## src/rtl/tt_sweep_pkg.sv

```systemverilog
// rtl/tt_sweep_pkg.sv - shared types and width helpers for the truth-table sweep controller
package tt_sweep_pkg;

    typedef enum logic [1:0] {
        ST_IDLE   = 2'd0,
        ST_APPLY  = 2'd1,
        ST_SAMPLE = 2'd2,
        ST_DONE   = 2'd3
    } state_e;

    // Truth-table width for an n-input gate.
    function automatic int tt_width(input int n);
        return 1 << n;
    endfunction

    // Counter width able to hold 0..settle.
    function automatic int timer_width(input int settle);
        return (settle < 1) ? 1 : $clog2(settle + 1);
    endfunction

endpackage

```

## src/rtl/tt_settle_timer.sv

```systemverilog
// rtl/tt_settle_timer.sv - loadable settle down-counter with expiry flag
//
// Ports:
//   clk, rst_n  clock, asynchronous active-low reset
//   load        reloads the counter; the following SETTLE_CYCLES enabled cycles form the window
//   enable      counter runs only while enabled (controller is in APPLY)
//   expired     high during the last cycle of the window
module tt_settle_timer
    import tt_sweep_pkg::*;
#(
    parameter int SETTLE_CYCLES = 2
) (
    input  logic clk,
    input  logic rst_n,
    input  logic load,
    input  logic enable,
    output logic expired
);

    localparam int CW = timer_width(SETTLE_CYCLES);

    logic [CW-1:0] count;

    // Loaded with SETTLE_CYCLES-1 so that the window covers counts
    // SETTLE_CYCLES-1 down to 0, i.e. exactly SETTLE_CYCLES cycles.
    always_ff @(posedge clk or negedge rst_n) begin
        if (!rst_n) begin
            count <= '0;
        end else if (load) begin
            count <= CW'(SETTLE_CYCLES - 1);
        end else if (enable && (count != '0)) begin
            count <= count - CW'(1);
        end
    end

    assign expired = enable && (count == '0);

endmodule

```

## src/rtl/tt_sweep_controller.sv

```systemverilog
// rtl/tt_sweep_controller.sv - walks all input vectors of one gate and builds its truth table
//
// Ports:
//   clk, rst_n     clock, asynchronous active-low reset
//   start, abort   sweep control pulses (abort has priority)
//   expected_tt    golden table, latched when a sweep is accepted
//   gate_in        registered drive of the gate primary inputs
//   gate_out       gate primary output (same clock domain, combinational gate)
//   busy, done     status levels
//   observed_tt    captured table, bit i = gate_out sampled with gate_in == i
//   mismatch_mask  observed_tt ^ latched expected, valid when done
//   mismatch       OR-reduce of mismatch_mask, valid when done
module tt_sweep_controller
    import tt_sweep_pkg::*;
#(
    parameter  int N_IN          = 4,
    parameter  int SETTLE_CYCLES = 2,
    localparam int TT_W          = tt_width(N_IN)
) (
    input  logic            clk,
    input  logic            rst_n,
    input  logic            start,
    input  logic            abort,
    input  logic [TT_W-1:0] expected_tt,
    output logic [N_IN-1:0] gate_in,
    input  logic            gate_out,
    output logic            busy,
    output logic            done,
    output logic [TT_W-1:0] observed_tt,
    output logic [TT_W-1:0] mismatch_mask,
    output logic            mismatch
);

    state_e          state;
    state_e          state_next;
    logic [N_IN-1:0] index;
    logic [TT_W-1:0] exp_q;
    logic [TT_W-1:0] observed_next;
    logic            timer_load;
    logic            timer_expired;
    logic            last_index;

    tt_settle_timer #(
        .SETTLE_CYCLES (SETTLE_CYCLES)
    ) u_timer (
        .clk     (clk),
        .rst_n   (rst_n),
        .load    (timer_load),
        .enable  (state == ST_APPLY),
        .expired (timer_expired)
    );

    assign last_index = &index;

    // Table including the bit being sampled this cycle, so the final
    // mismatch computation sees the last vector's result.
    always_comb begin
        observed_next        = observed_tt;
        observed_next[index] = gate_out;
    end

    always_comb begin
        state_next = state;
        timer_load = 1'b0;
        case (state)
            ST_IDLE, ST_DONE: begin
                if (start) begin
                    state_next = ST_APPLY;
                    timer_load = 1'b1;
                end
            end
            ST_APPLY: begin
                if (timer_expired) begin
                    state_next = ST_SAMPLE;
                end
            end
            ST_SAMPLE: begin
                if (last_index) begin
                    state_next = ST_DONE;
                end else begin
                    state_next = ST_APPLY;
                    timer_load = 1'b1;
                end
            end
            default: state_next = ST_IDLE;
        endcase
        if (abort) begin
            state_next = ST_IDLE;
            timer_load = 1'b0;
        end
    end

    always_ff @(posedge clk or negedge rst_n) begin
        if (!rst_n) begin
            state         <= ST_IDLE;
            index         <= '0;
            exp_q         <= '0;
            gate_in       <= '0;
            busy          <= 1'b0;
            done          <= 1'b0;
            observed_tt   <= '0;
            mismatch_mask <= '0;
            mismatch      <= 1'b0;
        end else begin
            state <= state_next;
            if (abort) begin
                // observed_tt deliberately keeps its partial contents.
                index         <= '0;
                gate_in       <= '0;
                busy          <= 1'b0;
                done          <= 1'b0;
                mismatch_mask <= '0;
                mismatch      <= 1'b0;
            end else begin
                case (state)
                    ST_IDLE, ST_DONE: begin
                        if (start) begin
                            exp_q         <= expected_tt;
                            observed_tt   <= '0;
                            mismatch_mask <= '0;
                            mismatch      <= 1'b0;
                            done          <= 1'b0;
                            index         <= '0;
                            gate_in       <= '0;
                            busy          <= 1'b1;
                        end
                    end
                    ST_SAMPLE: begin
                        observed_tt <= observed_next;
                        if (last_index) begin
                            mismatch_mask <= observed_next ^ exp_q;
                            mismatch      <= |(observed_next ^ exp_q);
                            done          <= 1'b1;
                            busy          <= 1'b0;
                            gate_in       <= '0;
                            index         <= '0;
                        end else begin
                            index   <= index + N_IN'(1);
                            gate_in <= index + N_IN'(1);
                        end
                    end
                    default: ;
                endcase
            end
        end
    end

endmodule

```

## config.mk

```make
export PLATFORM = sky130hd
export DESIGN_NAME = tt_sweep_controller
export DESIGN_NICKNAME = d
export VERILOG_FILES = /design/src/rtl/tt_sweep_pkg.sv /design/src/rtl/tt_settle_timer.sv /design/src/rtl/tt_sweep_controller.sv
export SDC_FILE = /design/constraint.sdc
export NUM_CORES = 1
export LEC_CHECK = 0
export CAP_MARGIN = 25
export CORE_MARGIN = 1
export CORE_UTILIZATION = 50
export CTS_CLUSTER_SIZE = 24
export DETAILED_ROUTE_END_ITERATION = 10
export DONT_BUFFER_PORTS = 1
export PLACE_DENSITY = 0.61
export SYNTH_ARGS = -nofsm -noshare
export SYNTH_HDL_FRONTEND = slang
export SYNTH_HIERARCHICAL = 1
export SYNTH_SLANG_ARGS = --single-unit
```

## constraint.sdc

```tcl
create_clock -name clk -period 4.4 [get_ports clk]
set_input_delay 0.22 -clock clk [delete_from_list [all_inputs] [get_ports clk]]
set_output_delay 0.22 -clock clk [all_outputs]
set_load 0.02 [all_outputs]
```

# --- Word-level counts from Yosys, hierarchy flattened ---
# Index checks and enable logic that the tools add are counted.
word_totals:
  reg_bits: 59
  output_inout_bits: 39
  elab_cells: 73
classes:
  addsub: 2
  order_cmp: 2
  n_eq_ne: 7
  n_mux: 34
  bitwise_logic: 2
  n_reduce_logical: 17
op_table:
  columns: ["op", "n"]
  rows:
  - ["one-hot mux 16 bit (2 select lines)", 2]
  - ["two-way mux 16 bit", 3]
  - ["bitwise mux 16 bit", 1]
  - ["OR reduction 16 bit", 1]
  - ["bitwise XOR 16 bit", 1]
  - ["two-way mux 1 bit", 12]
  - ["two-way mux 2 bit", 6]
  - ["two-way mux 4 bit", 3]
  - ["inequality test 3 bit (second input constant)", 3]
  - ["AND reduction 3 bit", 3]
  - ["one-hot mux 1 bit (2 select lines)", 4]
  - ["one-hot mux 4 bit (2 select lines)", 1]
  - ["one-hot mux 2 bit (3 select lines)", 1]
  - ["nonzero test 2 bit", 3]
  - ["< comparator 4 x 5 -> 1 bit (second input constant)", 1]
  - ["adder 4 x 1 -> 4 bit (second input constant)", 1]
  - ["demux 1 bit (select 4 bit)", 1]
  - ["equality test 2 bit (second input constant)", 2]
  - [">= comparator 4 x 1 -> 1 bit (second input constant)", 1]
  - ["logical NOT 2 bit", 2]
  - ["AND reduction 2 bit", 2]
  - ["AND reduction 4 bit", 1]
  - ["logical AND 1 bit", 3]
  - ["nonzero test 3 bit", 1]
  - ["5 further kinds", 5]

# --- Logic depth before layout (Yosys ltp) ---
logic_depth:
  depth_word: 10
  depth_mapped: 10

# --- Modules after synthesis ---
# The synthesis kept the hierarchy.
modules_own_cells:
  columns: ["module", "n_inst", "cells_per_inst", "area_per_inst_um2", "seq_area_each_um2"]
  rows:
  - ["tt_sweep_controller", 1, 263, 2939.1, 1426.4]
  - ["tt_settle_timer", 1, 12, 123.9, 50.0]

# --- Worst setup path before layout ---
# No wires, ideal clock.
synth_path:
  path_kind: "register to register"
  startpoint: "reg state[0]"
  endpoint: "reg u_timer.count[1]"
  setup_ps: 95
  arrival_time_ps: 2097
  required_time_ps: 4305
  path_slack_ps: 2208
  stages_incl_launch_ff: 8
  n_path_buf: 1
  period_less_slack_ps: 2192
  cell_sequence: "dfrtp_1 -> inv_1 -> ha_1 -> nand3b_1 -> clkbuf_1 -> a21oi_1 -> or4b_1 -> o31ai_1"
synth_between:
  elab_chain_len: 5
synth_lines:
  columns: ["element", "line", "source"]
  rows:
  - ["from (decl)", "tt_sweep_controller.sv:34", "state_e state;"]
  - ["from (signal assigned)", "tt_sweep_controller.sv:105", "state <= state_next;"]
  - ["equality test 2 bit or logical NOT 2 bit (tied branches)", "tt_sweep_controller.sv:65", "case (state)"]
  - ["OR reduction 2 bit", "tt_sweep_controller.sv:65", null]
  - ["one-hot mux 1 bit (2 select lines) (*)", "tt_sweep_controller.sv:65", null]
  - ["two-way mux 1 bit (*)", "tt_sweep_controller.sv:87", "if (abort) begin"]
  - ["net timer_load", "tt_sweep_controller.sv:39", "logic timer_load;"]
  - ["two-way mux 2 bit or nonzero test 2 bit (tied branches)", null, null]
  - ["to (signal assigned)", "tt_settle_timer.sv:30", "count <= CW'(SETTLE_CYCLES - 1);"]
  - ["to (signal assigned)", "tt_settle_timer.sv:32", "count <= count - CW'(1);"]
  - ["to (decl)", "tt_settle_timer.sv:22", "logic [CW-1:0] count;"]
# Mark *: on every way through the listed nets, which the timed path passes. The rest lies on a longest branch.
# A chain may end at the register's enable or synchronous reset.

# --- Worst setup path in the final report ---
layout_path:
  startpoint: "reg index[0]"
  endpoint: "reg mismatch"
layout_between:
  elab_chain_len: 10
layout_lines:
  columns: ["element", "line", "source"]
  rows:
  - ["from (decl)", "tt_sweep_controller.sv:36", "logic [N_IN-1:0] index;"]
  - ["from (signal assigned)", "tt_sweep_controller.sv:138", "index <= index + N_IN'(1);"]
  - ["< comparator 4 x 5 -> 1 bit (not written as such) or >= comparator 4 x 1 -> 1 bit (tied branches)", "tt_sweep_controller.sv:59", "observed_next[index] = gate_out;"]
  - ["logical AND 1 bit (not written as such)", "tt_sweep_controller.sv:59", null]
  - ["two-way mux 1 bit (not written as such)", "tt_sweep_controller.sv:59", null]
  - ["demux 1 bit (select 4 bit)", "tt_sweep_controller.sv:59", null]
  - ["bitwise mux 16 bit", "tt_sweep_controller.sv:59", null]
  - ["bitwise XOR 16 bit", "tt_sweep_controller.sv:132", "mismatch <= |(observed_next ^ exp_q);"]
  - ["OR reduction 16 bit", "tt_sweep_controller.sv:132", null]
  - ["two-way mux 1 bit", "tt_sweep_controller.sv:130", "if (last_index) begin"]
  - ["one-hot mux 1 bit (2 select lines)", "tt_sweep_controller.sv:115", "case (state)"]
  - ["two-way mux 1 bit", "tt_sweep_controller.sv:106", "if (abort) begin"]
  - ["to (signal assigned)", "tt_sweep_controller.sv:132", null]
  - ["to (decl)", "tt_sweep_controller.sv:31", "output logic mismatch"]
# Parallel ways exist; a longest one is shown, timed or not. The select of a mux whose other input is x is not followed.

==> impl_metrics.json <==
{
  "fmaxAchievable_mhz": 380.8,
  "synth-async-reset-ratio_pct": 100.0,
  "cts-buffers-inserted": 9,
  "avgSynthCellArea_um2": 11.14,
  "io_pins": 60,
  "r2r_start": "index[0]",
  "die_w_um": 80.27,
  "antenna_found_initial": 0,
  "cts_root_buffer": "clkbuf_8",
  "critPathLaunch": "index[0]",
  "synth_area_um2": 3063,
  "switching_share_pct": 26.86,
  "rows": 28,
  "grt.overflow.total": 0,
  "ys.warnings.count": 6,
  "dpl.hpwl_mm": 4.475,
  "h-tree-depth": 3,
  "cp-start-kind": "register",
  "dr.first_iter.drc_count": 96,
  "synth_most_common_cell": "dfrtp_1",
  "dieHeight_um": 80.27,
  "core_area_um2": 5921,
  "fin_skew_ns": 0.008053,
  "vias_per_cell": 5.824,
  "firstDrtPassIters": 4,
  "seq_power_share_pct": 45.3,
  "maxCapViolations": 0,
  "place.gp.congestion": 0.7698,
  "synth_common_cells": "59 x dfrtp_1, 32 x a22o_1, 20 x mux2i_1",
  "final.setup.tns_ns": 0,
  "p_leak_nw": 1.533,
  "io_buffers": 0,
  "synth_fp_nets": 305,
  "fin_crit_ns": 2.626,
  "ys_ff_latch": 59,
  "outcome": "completed",
  "reg2reg_depth": 7,
  "cp-endpoint": "mismatch",
  "cts_sinks": 59,
  "ant_nets": 0,
  "synthDistinctLibCells": 39,
  "grt_max_degree": 60,
  "peakVddDrop_mv": 0.3122,
  "path_max_fanout": 9,
  "antenna_cells": 0,
  "finalMaxSlewViolations": 0,
  "rsz0062_at_grt": "no",
  "crit_arrival_ns": 2.86,
  "drc": 0,
  "relSlewSlack_pct": 43.94,
  "drive_gt1_share_pct": 14.54,
  "synth_ff_type": "dfrtp_1",
  "powerDensity_nw_per_um2": 406.4,
  "ctsResizeCount": 0,
  "dieArea_um2": 6442,
  "syn_inst": 275,
  "clockBufferDepth": 2,
  "cts_tree": "done",
  "final_hold_viol_count": 0,
  "seq_area_frac_synth_pct": 48.20,
  "synth_area_leaders": "dfrtp_1 48%, a22o_1 9.2%, mux2_2 6.6%, mux2i_1 6.5%, xnor2_1 4.6%",
  "syn_to_final_growth_pct": 10.50,
  "wl_mm": 6.641,
  "clkTransAtPathRegs_ns": 0.08,
  "r2r-end": "mismatch",
  "synth.top_cell.area_share_pct": 48.20,
  "finalPower_w": 0.001376,
  "grt_pass1_wl_mm": 10.71,
  "fin_nets": 307,
  "setup_viol": 0,
  "r2r_slack_ns": 1.77,
  "required_ns": 4.63,
  "grt_pass1_vias": 2090,
  "worstSetupEndpointType": "register",
  "switchingPower_w": 0.0003695,
  "crit_type": "register to register",
  "wl_per_cell_um": 18.60,
  "post_cts_buffers": 0,
  "start_util_pct": 51.73,
  "fin_crit_sh_pct": 59.68,
  "clkPwrFrac_pct": 40.8,
  "internal_power_w": 0.001006,
  "hold_path.class": "input port to register",
  "clock_latency_ns": 0.34,
  "yosysTopAreaCell": "dfrtp_1",
  "synth-edff-count": 0,
  "tightest_slew_ns": 0.8408,
  "combPwrFrac_pct": 14.0,
  "grt_use_total_pct": 22.74,
  "vias": 2079
}
-- how the worst min path moves through the flow --
stage,startpoint,end,slack [ns],cells after the start
after floorplan,rst_n,busy,-0.08,0
after global placement,rst_n,observed_tt[9],-0.07,0
after detailed placement,rst_n,exp_q[10],-0.07,0
after CTS,expected_tt[4],exp_q[4],0.009,1
after global routing,expected_tt[4],exp_q[4],0.002,1
final,expected_tt[4],exp_q[4],0.02,1
-- worst max-delay path, cell delays in order, from the launching register on --
cell and delay, ns:
dfrtp_1 0.61, ha_1 0.33, nor3b_1 0.44, mux2i_1 0.33
xnor2_1 0.14, nor4_1 0.33, nand4_1 0.12, a22o_1 0.22
-- cell type report --
type                       count  area, µm²
fill                         514       2536
inverter                      10      37.54
timing repair buffer           6      76.32
multi-input combinational    191       1476
clock inverter                 7      100.1
tap                           75      93.84
sequential                    59       1476
clock buffer                   9      123.9
-- cell usage in the layout (no fill, tap or decap), types with 5 or more instances in the layout --
cell and n:
clkbuf_8 9, nand2_1 18, xnor2_1 16, ha_1 9
nor2_1 13, nand3b_1 9, a21oi_1 5, mux2i_1 20
inv_1 10, a22o_1 32, o21ai_0 15, mux2_2 18
dfrtp_1 59
-- repair_timing --
| item | in CTS | in global routing |
|---|---|---|
| endpoints found under the setup margin | 0 | 0 |
| hold buffers | 3 | 1 |
| hold endpoints to repair | 63 | 1 |
-- metal layers --
layer	wire, µm	global-route usage [%]	share of wire, %	vias to the layer above
met5	0	0	0	-
met4	68	6.071	1.0	0
met3	394	7.955	5.9	8
met2	3138	36.32	47	60
met1	3039	29.25	46	1019
li1	-	-	-	992
-- sequential cells by signal, indices dropped and copies added (netlist names) --
register       flops
u_timer/count      2
done               1
state              2
exp_q             16
observed_tt       16
busy               1
mismatch_mask     16
mismatch           1
index              4
-- cells by family after synthesis --
group | share of synthesized area [%]
simple gates | 12.05
compound gates | 14.46
flops | 48.20
mux | 13.15
buf+inv | 3.595
xor+xnor | 4.861
fa+ha+maj | 3.677
-- per-stage QoR --
step           cell area, µm²  util (%)  hold slack [ns]  std cells  setup slack (ns)
5_1_grt                  3385     57.16         0.001676        357             1.554
2_1_floorplan            3063         -         -0.07559        275             2.208
3_5_place_dp             3103     52.41         -0.07394        337             1.791
3_3_place_gp             3092     52.22         -0.07385        336             1.772
6_report                 3385     57.16          0.02429        357             1.774
4_1_cts                  3374     56.99         0.009044        356             1.738
-- power groups by stage --
stage               sequential (W)  clock (W)  combinational (W)
floorplan                 0.000626          0           0.000150
global placement          0.000633          0           0.000173
global route              0.000629   0.000601           0.000215
detailed placement        0.000635          0           0.000179
finish                    0.000623   0.000561           0.000192
CTS                       0.000624   0.000572           0.000196
Power figures use the tool's default switching activity.
